**src/rtl/wb_syscon_pkg.sv**
```systemverilog
// Shared types and helpers for the Wishbone SYSCON reset sequencer.
//   seq_state_t : sequencer phases SYNC -> HOLD -> STAGGER -> RUN
//   cnt_width() : bits needed to hold a counter value 0..max_val (minimum 1)
package wb_syscon_pkg;

  typedef enum logic [1:0] {
    SYNC    = 2'd0,
    HOLD    = 2'd1,
    STAGGER = 2'd2,
    RUN     = 2'd3
  } seq_state_t;

  function automatic int unsigned cnt_width(input int unsigned max_val);
    return (max_val < 1) ? 1 : $clog2(max_val + 1);
  endfunction

endpackage

```
**src/rtl/wb_rst_sync.sv**
```systemverilog
// Asynchronous-assert / synchronous-deassert reset synchroniser.
//   clk_i      : destination clock
//   rst_i      : raw asynchronous reset, active-high
//   rst_o      : synchronised reset (last stage), asserts immediately with rst_i
//   rst_next_o : value rst_o takes on the next clk_i edge; lets a consumer
//                act on the same edge the synchronised reset falls
module wb_rst_sync #(
  parameter int unsigned STAGES = 2
) (
  input  logic clk_i,
  input  logic rst_i,
  output logic rst_o,
  output logic rst_next_o
);

  logic [STAGES-1:0] chain_q;

  // Zeros enter at stage 0 and ripple toward the output once rst_i drops.
  always_ff @(posedge clk_i or posedge rst_i) begin
    if (rst_i) begin
      chain_q <= '1;
    end else begin
      chain_q <= {chain_q[STAGES-2:0], 1'b0};
    end
  end

  assign rst_o      = chain_q[STAGES-1];
  assign rst_next_o = chain_q[STAGES-2];

endmodule

```
**src/rtl/wb_syscon_seq.sv**
```systemverilog
// Wishbone SYSCON reset sequencer.
// Holds all reset channels after the board reset (or a global synchronous
// reset request), then releases them one by one, STAGGER cycles apart.
// Individual released channels can be pulsed through sync_rst_o by a soft
// reset request.
//   clk_i          : module clock
//   async_rst_i    : board reset, asynchronous, active-high
//   sync_rst_i     : global synchronous reset request, level
//   soft_rst_req_i : per-channel soft reset request
//   async_rst_o    : per-channel reset, async assert / sync deassert
//   sync_rst_o     : per-channel synchronous reset (includes soft pulses)
//   rst_done_o     : every channel released, sequencer in RUN
module wb_syscon_seq
  import wb_syscon_pkg::*;
#(
  parameter int unsigned CHANNELS    = 4,
  parameter int unsigned SYNC_STAGES = 2,
  parameter int unsigned HOLD_CYCLES = 4,
  parameter int unsigned STAGGER     = 2
) (
  input  logic                clk_i,
  input  logic                async_rst_i,
  input  logic                sync_rst_i,
  input  logic [CHANNELS-1:0] soft_rst_req_i,
  output logic [CHANNELS-1:0] async_rst_o,
  output logic [CHANNELS-1:0] sync_rst_o,
  output logic                rst_done_o
);

  // Sequence counter terminal value: the count at which the last channel frees.
  localparam int unsigned TERM   = HOLD_CYCLES + (CHANNELS - 1) * STAGGER;
  localparam int unsigned SEQ_W  = cnt_width(TERM);
  localparam int unsigned SOFT_W = cnt_width(HOLD_CYCLES);

  localparam logic [SEQ_W-1:0]  TERM_C     = SEQ_W'(TERM);
  localparam logic [SEQ_W-1:0]  HOLD_C     = SEQ_W'(HOLD_CYCLES);
  localparam logic [SOFT_W-1:0] SOFT_LEN_C = SOFT_W'(HOLD_CYCLES);

  logic sync_out;
  logic sync_next;

  wb_rst_sync #(
    .STAGES (SYNC_STAGES)
  ) u_rst_sync (
    .clk_i      (clk_i),
    .rst_i      (async_rst_i),
    .rst_o      (sync_out),
    .rst_next_o (sync_next)
  );

  seq_state_t          state_q,   state_d;
  logic [SEQ_W-1:0]    seq_cnt_q, seq_cnt_d;
  logic [CHANNELS-1:0] ar_q,      ar_d;
  logic [CHANNELS-1:0] sr_q,      sr_d;
  logic                done_q,    done_d;
  logic [SOFT_W-1:0]   soft_cnt_q [CHANNELS];
  logic [SOFT_W-1:0]   soft_cnt_d [CHANNELS];

  // Sequencer next state. The counter is zero on entry to HOLD and counts
  // every edge afterwards; channel k frees when it reaches HOLD+k*STAGGER.
  always_comb begin
    state_d   = state_q;
    seq_cnt_d = seq_cnt_q;
    if (sync_rst_i) begin
      state_d   = HOLD;
      seq_cnt_d = '0;
    end else begin
      case (state_q)
        SYNC: begin
          // Move on the very edge the synchroniser output falls.
          if (!sync_next || !sync_out) begin
            state_d   = HOLD;
            seq_cnt_d = '0;
          end
        end
        HOLD, wb_syscon_pkg::STAGGER: begin
          seq_cnt_d = (seq_cnt_q >= TERM_C) ? TERM_C : seq_cnt_q + SEQ_W'(1);
          if (seq_cnt_d >= TERM_C) begin
            state_d = RUN;
          end else if (seq_cnt_d >= HOLD_C) begin
            state_d = wb_syscon_pkg::STAGGER;
          end else begin
            state_d = HOLD;
          end
        end
        default: begin
        end
      endcase
    end
    done_d = (state_d == RUN);
  end

  for (genvar gi = 0; gi < CHANNELS; gi++) begin : g_chan
    localparam logic [SEQ_W-1:0] THR_C = SEQ_W'(HOLD_CYCLES + gi * STAGGER);

    // Counter is zero in SYNC and right after a global reset, and every
    // threshold is at least 1, so this alone covers all reset phases.
    assign ar_d[gi] = (seq_cnt_d < THR_C);

    // Soft pulse: loaded with the pulse length on a request for an already
    // released channel, then counts down; output stays high while nonzero.
    assign soft_cnt_d[gi] = sync_rst_i                              ? '0 :
                            (soft_rst_req_i[gi] && !ar_q[gi])       ? SOFT_LEN_C :
                            (soft_cnt_q[gi] != '0)                  ? soft_cnt_q[gi] - SOFT_W'(1) :
                                                                      '0;

    assign sr_d[gi] = ar_d[gi] || (soft_cnt_d[gi] != '0);

    always_ff @(posedge clk_i or posedge async_rst_i) begin
      if (async_rst_i) begin
        soft_cnt_q[gi] <= '0;
      end else begin
        soft_cnt_q[gi] <= soft_cnt_d[gi];
      end
    end
  end

  always_ff @(posedge clk_i or posedge async_rst_i) begin
    if (async_rst_i) begin
      state_q   <= SYNC;
      seq_cnt_q <= '0;
      ar_q      <= '1;
      sr_q      <= '1;
      done_q    <= 1'b0;
    end else begin
      state_q   <= state_d;
      seq_cnt_q <= seq_cnt_d;
      ar_q      <= ar_d;
      sr_q      <= sr_d;
      done_q    <= done_d;
    end
  end

  assign async_rst_o = ar_q;
  assign sync_rst_o  = sr_q;
  assign rst_done_o  = done_q;

endmodule

```
**config.mk**
```make
export PLATFORM = sky130hd
export DESIGN_NAME = wb_syscon_seq
export DESIGN_NICKNAME = d
export VERILOG_FILES = /design/src/rtl/wb_syscon_pkg.sv /design/src/rtl/wb_rst_sync.sv /design/src/rtl/wb_syscon_seq.sv
export SDC_FILE = /design/constraint.sdc
export NUM_CORES = 1
export LEC_CHECK = 0
export CORE_MARGIN = 2
export CORE_UTILIZATION = 58
export CTS_CLUSTER_DIAMETER = 100
export DETAILED_ROUTE_END_ITERATION = 6
export GPL_TIMING_DRIVEN = 1
export PLACE_DENSITY = 0.82
export SLEW_MARGIN = 10
export SYNTH_ARGS = -nofsm -noshare
export SYNTH_HDL_FRONTEND = slang
export SYNTH_SLANG_ARGS = --single-unit
```
**constraint.sdc**
```tcl
create_clock -name clk_i -period 3.15 [get_ports clk_i]
set_input_delay 0.315 -clock clk_i [delete_from_list [all_inputs] [get_ports clk_i]]
set_output_delay 0.315 -clock clk_i [all_outputs]
set_load 0.01 [all_outputs]
```
# == Word-level counts from Yosys, hierarchy flattened ==
# Index checks and enable logic that the tools add are counted.
# word_totals
input_bits,7
output_inout_bits,9
wordCells,71
register_bits,29
# classes
order_cmp,7
addsub,5
n_mux,21
eq_ne,3
reduce_logical,25
# op_table
cell,n
two-way mux 3 bit,12
nonzero test 3 bit,8
two-way mux 4 bit,3
subtractor 3 x 1 -> 3 bit (second input constant),4
>= comparator 4 bit (second input constant),2
< comparator 4 x 3 -> 1 bit (second input constant),2
< comparator 4 bit (second input constant),2
two-way mux 2 bit,4
case mux 4 bit (2 select lines),1
zero test 1 bit,6
logical OR 1 bit,5
adder 4 x 1 -> 4 bit (second input constant),1
== test 2 bit (second input constant),2
>= comparator 4 x 3 -> 1 bit (second input constant),1
logical AND 1 bit,4
case mux 2 bit (2 select lines),1
== test 2 x 1 -> 1 bit (second input constant),1
zero test 2 bit,1
OR reduction 2 bit,1

# == Longest topological paths before layout ==
# Gate-level depths: netlist of the first run.
# logic_depth
word_depth,8
depth_mapped,7
ltp_nobuf,7

# == Cells and area by module ==
# From an unflattened synthesis of the first run, not the netlist that was laid out.
# unflattened
cells_unflattened,130
hier_area_um2,1436.4
# modules_own_cells
module,seq_area_each_um2,area_per_inst_um2,instances,cells_each
wb_syscon_seq,685.7,1376.3,1,126
wb_rst_sync,52.6,60.1,1,4

# == Worst setup path after synthesis of the first run ==
# OpenSTA, ideal clock, no wires.
# synth_path
kind,flip-flop to flip-flop
start,register seq_cnt_q[1]
end,"register sr_q[0], in the netlist sync_rst_o[0]"
setup_slack_ps,1370
arrival_ps,1686
required_time_ps,3056
setup_ps,94
period_less_slack_ps,1780
path_stages_with_launch,6
path_cell_list,dfrtp_1 > ha_1 > o31ai_4 > o211ai_4 > a31oi_4 > or4b_1
# synth_between
elab_chain_len,6
# synth_rtl
element,line_no,source
start: declaration,wb_syscon_seq.sv:52,"logic [SEQ_W-1:0] seq_cnt_q, seq_cnt_d;"
start signal: assignment,wb_syscon_seq.sv:127,seq_cnt_q <= seq_cnt_d;
adder 4 x 1 -> 4 bit or >= comparator 4 bit (tied branches),wb_syscon_seq.sv:77,seq_cnt_d = (seq_cnt_q >= TERM_C) ? TERM_C : seq_cnt_q + SEQ_W'(1);
two-way mux 4 bit,wb_syscon_seq.sv:77,
case mux 4 bit (2 select lines) *,wb_syscon_seq.sv:68,case (state_q)
two-way mux 4 bit *,wb_syscon_seq.sv:64,if (sync_rst_i) begin
< comparator 4 x 3 -> 1 bit *,wb_syscon_seq.sv:98,assign ar_d[gi] = (seq_cnt_d < THR_C);
logical OR 1 bit *,wb_syscon_seq.sv:107,assign sr_d[gi] = ar_d[gi] || (soft_cnt_d[gi] != '0);
named net sr_d[0],wb_syscon_seq.sv:54,"logic [CHANNELS-1:0] sr_q, sr_d;"
end signal: assignment,wb_syscon_seq.sv:129,sr_q <= sr_d;
end: declaration,wb_syscon_seq.sv:54,
# The timed path passes the listed nets; every way through them passes the cells marked *.

# == Worst setup path after layout of the first run ==
# layout_path
start,register seq_cnt_q[0]
end,"register sr_q[0], in the netlist sync_rst_o[0]"
# The elaborated chain is that of the path after synthesis.

==> results.sh, run 1 <==
export IMPL_cts_hold_buffers_added=0
export IMPL_yosys_top_cells_area="dfrtp_1 (32%), dfstp_2 (18%), ha_1 (10%), inv_1 (3.8%), nor2_1 (3.1%)"
export IMPL_syn_area_per_cell_sq_um=10.7
export IMPL_rrSetupSlack_ps=1220
export IMPL_peakVddDrop_mv=0.384
export IMPL_antenna_left=0
export IMPL_cp_num_buf_inv=1
export IMPL_drcViolationCount=0
export IMPL_layout_drive_gt1_share_pct=17.7
export IMPL_cts_root_buf="clkbuf_4"
export IMPL_drtIter0Drc=34
export IMPL_grt_util_all_layers_pct=21.0
export IMPL_fmax_ghz=0.518
export IMPL_p_total_w=0.000915
export IMPL_preCtsSetupSlack_ps=1020
export IMPL_synthesis_nets=156
export IMPL_hold_depth=0
export IMPL_dieArea_sq_um=2950
export IMPL_cts_htree_levels=2
export IMPL_reg2regPathDepth=6
export IMPL_maxSlewHeadroom_pct=33.9
export IMPL_portBuffers=15
export IMPL_final_setup_tns_ps=0
export IMPL_crit_required_ps=3400
export IMPL_cts_clk_slew_worst_paths_ps=90
export IMPL_async_flop_share_pct=100
export IMPL_cp_startpoint="seq_cnt_q[0]$_DFFE_PP0P_"
export IMPL_stdcell_count=188
export IMPL_rr_startpoint="seq_cnt_q[0]$_DFFE_PP0P_"
export IMPL_worstMarginPinSlew_ps=990
export IMPL_fillCellCount=186
export IMPL_place_congestion=0.839
export IMPL_hold_viol=0
export IMPL_synth_area_sq_um=1470
export IMPL_period_needed_ps=1930
export IMPL_netlist_instances=137
export IMPL_detail_route_wirelength_mm=2.55
export IMPL_die_y_um=54.3
export IMPL_cp_top_family="compound AO/OA/AOI/OAI gates"
export IMPL_synth_most_common_cell="dfrtp_1"
export IMPL_nets=176
export IMPL_finalSetupViolCount=0
export IMPL_reg2reg_to="sync_rst_o[0]$_DFF_PP1_"
export IMPL_powerDensity_nw_per_um2=540
export IMPL_vias=1071
export IMPL_timing_final_crit_share_pct=61.3
export IMPL_crit_path_end="sync_rst_o[0]$_DFF_PP1_"
export IMPL_ys_flop_type="dfrtp_1"
export IMPL_cp_slowest_cell="or4b_1"
export IMPL_slowest_delay_ps=450
export IMPL_netlist_top_cells_count="dfrtp_1 (19), inv_1 (15), ha_1 (12), nor2_1 (12), nand2_1 (11)"
export IMPL_end_kind="flip-flop"
export IMPL_cts_resized=0
export IMPL_post_place_cells=180
export IMPL_numCtsBuffers=5
export IMPL_syn_to_final_growth_pct=15.4
export IMPL_worstPathMaxFanout=4
export IMPL_cts_tree="built"
export IMPL_hold_path_class="flip-flop to flip-flop"
export IMPL_grt_setup_unrepaired="no"
export IMPL_drv_slew=0
export IMPL_clockBufferDepth=2
export IMPL_grt_pass1_wl_mm=4.20
export IMPL_whs_ps=396
export IMPL_antenna_found_initial=0
export IMPL_cap_viol_max_count=0
export IMPL_first_global_vias=989
export IMPL_fin_ws_ps=1220
export IMPL_skew_ps=7.88
export IMPL_cp_arrival_ps=2180
export IMPL_diodes=0
export IMPL_p_leak_nw=0.736
export IMPL_cp_start_kind="flip-flop"
export IMPL_start_util_pct=60.4
export IMPL_ys_ff_latch=29
export IMPL_dp_hpwl_mm=1.91
export IMPL_synth_largest_area_cell="dfrtp_1"
export IMPL_ys_types=38
export IMPL_grt_overflow_total=0
export IMPL_viasPerCell=5.70
export IMPL_core_sq_um=2430
export IMPL_routedWlPerCell_um=13.6
export IMPL_yosysTopAreaCellShare_pct=32.4
export IMPL_outcome="complete, no violations"
export IMPL_cts_sinks=29
export IMPL_first_pass_iters=4
export IMPL_fp_dieW_um=54.3
export IMPL_path_class="flip-flop to flip-flop"
export IMPL_yosysWarningCount=0
export IMPL_worstPathCellList="inv_1 > ha_1 > o31ai_4 > o211ai_4 > a31oi_4 > or4b_1"
export IMPL_post_cts_setup_buffers=0
export IMPL_cp_depth=6
export IMPL_yosysSeqAreaShare_pct=50.3
export IMPL_synth_edf_count=0
export IMPL_row_count=18
export IMPL_clock_latency_ps=320
export IMPL_grt_max_degree=29
export IMPL_ioPinCount=16
-- sequential cells by signal, summed over array words and instances, names as in the netlist --
register,flops
soft_cnt_q,12
async_rst_o,4
seq_cnt_q,4
sync_rst_o,4
state_q,2
u_rst_sync.chain_q,2
rst_done_o,1
-- worst min path at each step --
stage                                         start                               to  slack (ps)
CTS                 u_rst_sync.chain_q[0]$_DFF_PP1_  u_rst_sync.chain_q[1]$_DFF_PP1_         390
global route        u_rst_sync.chain_q[0]$_DFF_PP1_  u_rst_sync.chain_q[1]$_DFF_PP1_         400
finish              u_rst_sync.chain_q[0]$_DFF_PP1_  u_rst_sync.chain_q[1]$_DFF_PP1_         400
floorplan           u_rst_sync.chain_q[0]$_DFF_PP1_  u_rst_sync.chain_q[1]$_DFF_PP1_         370
global placement    u_rst_sync.chain_q[0]$_DFF_PP1_  u_rst_sync.chain_q[1]$_DFF_PP1_         370
detailed placement  u_rst_sync.chain_q[0]$_DFF_PP1_  u_rst_sync.chain_q[1]$_DFF_PP1_         380
-- per-stage QoR --
stage / cell area, sq um / util (%)
floorplan: 1470 / -
global placement: 1640 / 67.6
detailed placement: 1640 / 67.6
CTS: 1700 / 69.7
global route: 1700 / 69.7
finish: 1700 / 69.7
-- cells in the final DEF, fill, tap and decap left out, types with 2 or more instances in the layout --
cell / count
dfrtp_1: 19
inv_1: 15
clkdlybuf4s50_1: 15
nor2_1: 12
ha_1: 12
nand2_1: 11
dfstp_2: 10
a21oi_1: 6
nor2b_1: 5
nor4_1: 5
clkbuf_4: 5
or2_2: 4
a211oi_1: 4
o21ai_0: 3
or3b_2: 2
a31o_1: 2
and2b_1: 2
nand3_1: 2
a221oi_1: 2
clkinv_2: 2
-- power breakdown --
group	leakage [nW]	switching, W	internal (W)
sequential	0.364	0.0000376	0.000413
clock	0.0320	0.000121	0.0000847
combinational	0.340	0.000140	0.000119
total	0.736	0.000298	0.000617
-- cell families after synthesis --
family,after synthesis,synth area share (%)
XOR/XNOR,1,0.596
AND/OR/NAND/NOR,47,16.9
buffers and inverters,18,5.20
adder cells (fa/ha/maj),12,10.2
flip-flops,29,50.3
other,1,0.255
AO/OA/AOI/OAI,29,16.5
-- worst reg2reg max path, cell delays in order (launching register included) --
cell	delay (ps)
dfrtp_1	390
inv_1	100
ha_1	240
o31ai_4	340
o211ai_4	150
a31oi_4	180
or4b_1	450
-- final cells by class --
cell class / count / area, sq um / area share (%)
clock buffers: 6 / 41.3 / 2.44
clock inverters: 2 / 10.0 / 0.590
inverters: 15 / 56.3 / 3.32
multi-input cells: 90 / 654 / 38.6
flip-flops and latches: 29 / 738 / 43.5
well taps: 30 / 37.5 / 2.21
repair buffers: 16 / 158 / 9.30
-- per-layer routing --
layer	wire, um	track usage (%)
met1	1110	25.4
met2	1260	33.5
met3	136	7.65
met4	47	9.58
met5	0	0
Power figures use the tool's default switching activity.
==> run 2, diff against run 1 <==
Settings changed: CORE_ASPECT_RATIO from default to 2, CORE_UTILIZATION 58 to 49, PLACE_DENSITY 0.82 to 0.74.
Clock period 3.15 ns to 1.65 ns, I/O delays scaled along.
==> run 2 against run 1 <==
  * The flow now finishes with violations (setup timing)
  * Combinational power grew to 3.4 times the previous value
  * Routed wire length rose by 29%
  * Sequential cell count unchanged
  * Count of clock-buffer cells in the layout is 1 higher
  * Cell area is 16% higher
  * Final cell count is 9.0% higher
  * Utilization fell by 1.8 points
  * Register-to-register slack got worse by 1400 ps
  * Largest power group is now combinational logic
  * Setup slack worse by 1400 ps
  * Maximum frequency grew 8.2%
  * Power increased to 2.6 times the previous value
  * Die area increased by 18%
==> results.sh, run 2 (synthesized netlist as in run 1, its figures left out) <==
export IMPL_grt_setup_unrepaired="yes"
export IMPL_drtIter0Drc=17
export IMPL_largest_register="soft_cnt_q"
export IMPL_violations="setup timing"
export IMPL_layout_commonest_cell="dfrtp_1"
export IMPL_final_core_util_pct=67.9
export IMPL_preCtsSetupSlack_ps=-144
export IMPL_die_y_um=81.4
export IMPL_antenna_left=0
export IMPL_clock_latency_ps=290
export IMPL_cts_clk_slew_worst_paths_ps=70
export IMPL_cts_sinks=29
export IMPL_fin_ws_ps=-134
export IMPL_grt_util_all_layers_pct=20.2
export IMPL_hold_viol=0
export IMPL_row_count=28
export IMPL_worstPathMaxFanout=4
export IMPL_peakVddDrop_mv=1.07
export IMPL_skew_ps=3.70
export IMPL_first_pass_iters=4
export IMPL_drcViolationCount=0
export IMPL_portBuffers=15
export IMPL_routedWlPerCell_um=16.1
export IMPL_path_class="flip-flop to flip-flop"
export IMPL_rr_startpoint="seq_cnt_q[1]$_DFF_PP0_"
export IMPL_grt_overflow_total=0
export IMPL_p_leak_nw=0.865
export IMPL_cts_root_buf="clkbuf_8"
export IMPL_layout_drive_gt1_share_pct=36.0
export IMPL_place_congestion=0.884
export IMPL_outcome="finished, violations left"
export IMPL_fmax_ghz=0.561
export IMPL_viasPerCell=5.63
export IMPL_fp_dieW_um=42.7
export IMPL_grt_pass1_wl_mm=5.18
export IMPL_first_global_vias=1172
export IMPL_period_needed_ps=1780
export IMPL_dp_hpwl_mm=2.32
export IMPL_dieArea_sq_um=3480
export IMPL_crit_required_ps=1850
export IMPL_detail_route_wirelength_mm=3.30
export IMPL_cp_startpoint="seq_cnt_q[1]$_DFF_PP0_"
export IMPL_slowest_delay_ps=450
export IMPL_timing_final_crit_share_pct=108
export IMPL_worstPathCellList="buf_4 > o31ai_4 > o211ai_4 > a31oi_4 > or4b_1"
export IMPL_cp_arrival_ps=1980
export IMPL_ioPinCount=16
export IMPL_nets=193
export IMPL_layout_common_cells="dfrtp_1 (18), buf_4 (17), clkdlybuf4s50_1 (15)"
export IMPL_cp_slowest_cell="or4b_1"
export IMPL_clockBufferDepth=2
export IMPL_start_util_pct=50.5
export IMPL_vias=1155
export IMPL_hold_path_class="input pin to async pin"
export IMPL_numCtsBuffers=5
export IMPL_cp_start_kind="flip-flop"
export IMPL_powerDensity_nw_per_um2=1210
export IMPL_cts_tree="built"
export IMPL_finalSetupViolCount=6
export IMPL_end_kind="flip-flop"
export IMPL_syn_to_final_growth_pct=34.3
export IMPL_cap_viol_max_count=0
export IMPL_antenna_found_initial=0
export IMPL_grt_max_degree=30
export IMPL_largest_reg_flops=12
export IMPL_cts_hold_buffers_added=0
export IMPL_cts_htree_levels=2
export IMPL_fillCellCount=213
export IMPL_drv_slew=0
export IMPL_diodes=0
export IMPL_core_sq_um=2910
==> run 2: cell types whose count changed in the layout (fill, tap and decap cells not counted), moves of 3 or more <==
| cell | delta |
|---|---|
| buf_4 | +16 |
| inv_2 | +3 |
| ha_1 | -4 |
| o21ai_0 | -3 |
| inv_1 | -3 |
| o21ai_1 | +3 |
| clkbuf_8 | +7 |
| clkbuf_4 | -5 |
==> run 2: timing repair <==
action                                  4_1_cts  5_1_grt
cloned                                        0        0
gates resized for setup                       3       17
endpoints found under the hold margin         0        0
endpoints found under the setup margin        8       10
pin swaps                                     5        7
setup buffers                                 1        1
==> run 2: per-stage QoR <==
| step | power [W] | std cells | hold slack [ps] | setup TNS [ps] | instance area (sq um) |
|---|---|---|---|---|---|
| 5_1_grt | 0.00251 | 205 | 285 | -835 | 1970 |
| 6_report | 0.00239 | 205 | 245 | -311 | 1970 |
| 3_3_place_gp | 0.00152 | 195 | 442 | -206 | 1770 |
| 4_1_cts | 0.00223 | 204 | 261 | -85.6 | 1890 |
| 2_1_floorplan | 0.00126 | 137 | 236 | -83.0 | 1480 |
| 3_5_place_dp | 0.00156 | 195 | 460 | -567 | 1770 |
==> run 2: report_power, final <==
part	switching, W	internal, W	total [W]	leakage, nW
clock network	0.000282	0.000376	0.000658	0.0542
logic	0.000409	0.000462	0.000871	0.449
registers	0.0000685	0.000792	0.000861	0.362
==> run 2: path summary, 6_finish.rpt <==
check,endpoint,slack [ps],cells after the start
max,sync_rst_o[0]$_DFF_PP1_,-130,5
min,soft_cnt_q[11]$_DFF_PP0_,240,3
max reg2reg,sync_rst_o[0]$_DFF_PP1_,-130,5
min reg2reg,soft_cnt_q[9]$_DFF_PP0_,470,1
max in group asynchronous,u_rst_sync.chain_q[1]$_DFF_PP1_,1100,3
min in group clk_i,soft_cnt_q[9]$_DFF_PP0_,470,1
==> run 2: routing by layer <==
layer	track usage (%)	vias up	share of wire, %
met5	0	-	0
met4	13.4	0	4.5
met2	36.4	31	55
li1	-	542	-
met3	3.52	15	4.0
met1	20.7	567	36
==> run 2: cell type report <==
class	instances	area, sq um	area share, %
Clock buffer	7	96.3	4.88
Clock inverter	1	5.00	0.254
Inverter	15	56.3	2.85
Multi-Input combinational cell	90	749	38.0
Sequential cell	29	739	37.5
Tap cell	30	37.5	1.90
Timing Repair Buffer	33	289	14.6
==> run 2: worst max-delay path, delay by kind of cell (launching register included) <==
kind	cells	cell delay, ps
flip-flops	1	440
AND/OR/NAND/NOR	1	450
AO/OA/AOI/OAI	3	630
buffers and inverters	1	170
==> run 3, diff against run 2 <==
Settings changed: CORE_ASPECT_RATIO 2 to 0.8, CORE_UTILIZATION 49 to 52, CTS_BUF_LIST from default to sky130_fd_sc_hd__clkbuf_4 sky130_fd_sc_hd__clkbuf_8, PLACE_DENSITY 0.74 to 0.77.
==> run 3 against run 2 <==
  * The run still ends with setup timing left
  * Non-clock buffer count up 3
  * First-iteration DRC count up 82%
  * Final cell count up 5.4%
  * Combinational power down 3.1%
  * Clock skew up 4.6 ps
  * Die area down 6.0%
  * Sequential share of layout area about the same
  * Largest cell class is now sequential cells
  * Register-to-register slack better by 50 ps
  * Highest routed layer unchanged
  * Hold slack worse by 140 ps
==> results.sh, run 3 (synthesized netlist as in run 1, its figures left out) <==
export IMPL_outcome="finished, violations left"
export IMPL_violations="setup timing"
export IMPL_ioPinCount=16
export IMPL_largest_reg_flops=12
export IMPL_portBuffers=15
export IMPL_preCtsSetupSlack_ps=-146
export IMPL_cts_clk_slew_worst_paths_ps=100
export IMPL_cts_tree="built"
export IMPL_final_setup_tns_ps=-93.0
export IMPL_diodes=0
export IMPL_drv_slew=0
export IMPL_detail_route_wirelength_mm=2.94
export IMPL_drtIter0Drc=31
export IMPL_end_kind="flip-flop"
export IMPL_reg2reg_to="sync_rst_o[0]$_DFF_PP1_"
export IMPL_worstPathMaxFanout=4
export IMPL_dp_hpwl_mm=2.08
export IMPL_layout_common_cells="buf_4 (18), dfrtp_1 (18), clkdlybuf4s50_1 (15)"
export IMPL_peakVddDrop_mv=0.886
export IMPL_cp_arrival_ps=1980
export IMPL_numCtsBuffers=5
export IMPL_first_pass_iters=4
export IMPL_period_needed_ps=1730
export IMPL_routedWlPerCell_um=13.6
export IMPL_grt_overflow_total=0
export IMPL_dieArea_sq_um=3270
export IMPL_cts_root_buf="clkbuf_4"
export IMPL_clock_latency_ps=330
export IMPL_grt_util_all_layers_pct=20.6
export IMPL_finalSetupViolCount=3
export IMPL_grt_setup_unrepaired="yes"
export IMPL_viasPerCell=5.17
export IMPL_whs_ps=103
export IMPL_cts_sinks=29
export IMPL_timing_final_crit_share_pct=105
export IMPL_antenna_left=0
export IMPL_fin_ws_ps=-81.1
export IMPL_core_sq_um=2720
export IMPL_rr_startpoint="seq_cnt_q[0]$_DFFE_PP0P_"
export IMPL_powerDensity_nw_per_um2=1120
export IMPL_fp_dieW_um=63.4
export IMPL_fmax_ghz=0.578
export IMPL_skew_ps=8.30
export IMPL_vias=1117
export IMPL_p_total_w=0.00221
export IMPL_syn_to_final_growth_pct=34.2
export IMPL_path_class="flip-flop to flip-flop"
export IMPL_hold_viol=0
export IMPL_grt_pass1_wl_mm=5.00
export IMPL_crit_required_ps=1900
export IMPL_nets=196
export IMPL_placed_area_sq_um=1790
export IMPL_largest_register="soft_cnt_q"
export IMPL_rrSetupSlack_ps=-80
export IMPL_final_cell_area_sq_um=1970
export IMPL_cts_htree_levels=2
export IMPL_layout_drive_gt1_share_pct=37.1
export IMPL_fillCellCount=194
export IMPL_cts_hold_buffers_added=0
export IMPL_clockBufferDepth=2
export IMPL_antenna_found_initial=0
export IMPL_die_y_um=51.5
export IMPL_first_global_vias=1102
export IMPL_hold_path_class="input pin to async pin"
export IMPL_grt_max_degree=17
export IMPL_row_count=17
export IMPL_start_util_pct=54.0
export IMPL_place_congestion=0.908
export IMPL_drcViolationCount=0
export IMPL_cap_viol_max_count=0
export IMPL_cp_start_kind="flip-flop"
export IMPL_reg2regPathDepth=6
export IMPL_p_leak_nw=0.843
run 3: worst max-delay path, cell delays in order, from the launching register on:
cell      delay, ps
dfrtp_1         430
inv_2            80
ha_4            160
o31ai_4         240
o211ai_4        150
a31oi_4         160
or4b_1          440
run 3: worst max-delay path by stage:
stage	startpoint	cells after the start	to
detailed placement	state_q[0]$_DFF_PP0_	6	sync_rst_o[0]$_DFF_PP1_
CTS	state_q[1]$_DFF_PP0_	6	sync_rst_o[0]$_DFF_PP1_
global placement	state_q[0]$_DFF_PP0_	6	sync_rst_o[0]$_DFF_PP1_
floorplan	seq_cnt_q[1]$_DFF_PP0_	5	sync_rst_o[0]$_DFF_PP1_
finish	seq_cnt_q[0]$_DFFE_PP0P_	6	sync_rst_o[0]$_DFF_PP1_
global route	state_q[0]$_DFF_PP0_	6	sync_rst_o[0]$_DFF_PP1_
run 3: per-stage QoR:
step	std cells	utilization, %
final	216	72.4
after detailed placement	202	65.6
after global routing	216	72.4
after CTS	213	70.0
after global placement	202	65.6
after floorplan	137	-
run 3: layout make-up:
type / instances / area (sq um) / share of cell area [%]
clock buffers: 7 / 65.1 / 3.30
clock inverters: 1 / 5.00 / 0.254
inverters: 15 / 56.3 / 2.86
multi-input cells: 90 / 729 / 37.0
flip-flops and latches: 29 / 739 / 37.5
well taps: 38 / 47.5 / 2.41
repair buffers: 36 / 328 / 16.6
run 3: what timing repair did:
action / 4_1_cts / 5_1_grt
endpoints found under the setup margin: 9 / 10
buffers inserted: 3 / 3
resized for setup: 8 / 12
endpoints found under the hold margin: 0 / 0
pin swaps: 6 / 4
run 3: power breakdown:
part           internal [W]  leakage, nW  switching, W
sequential         0.000791        0.362     0.0000740
combinational      0.000451        0.439      0.000393
clock              0.000247       0.0413      0.000249
total               0.00149        0.843      0.000716
run 3: routing by layer:
layer / track usage, % / share of wire [%]
met3: 6.93 / 4.1
met1: 25.4 / 45
met5: 0 / 0
met2: 34.2 / 51
met4: 7.25 / 0.44
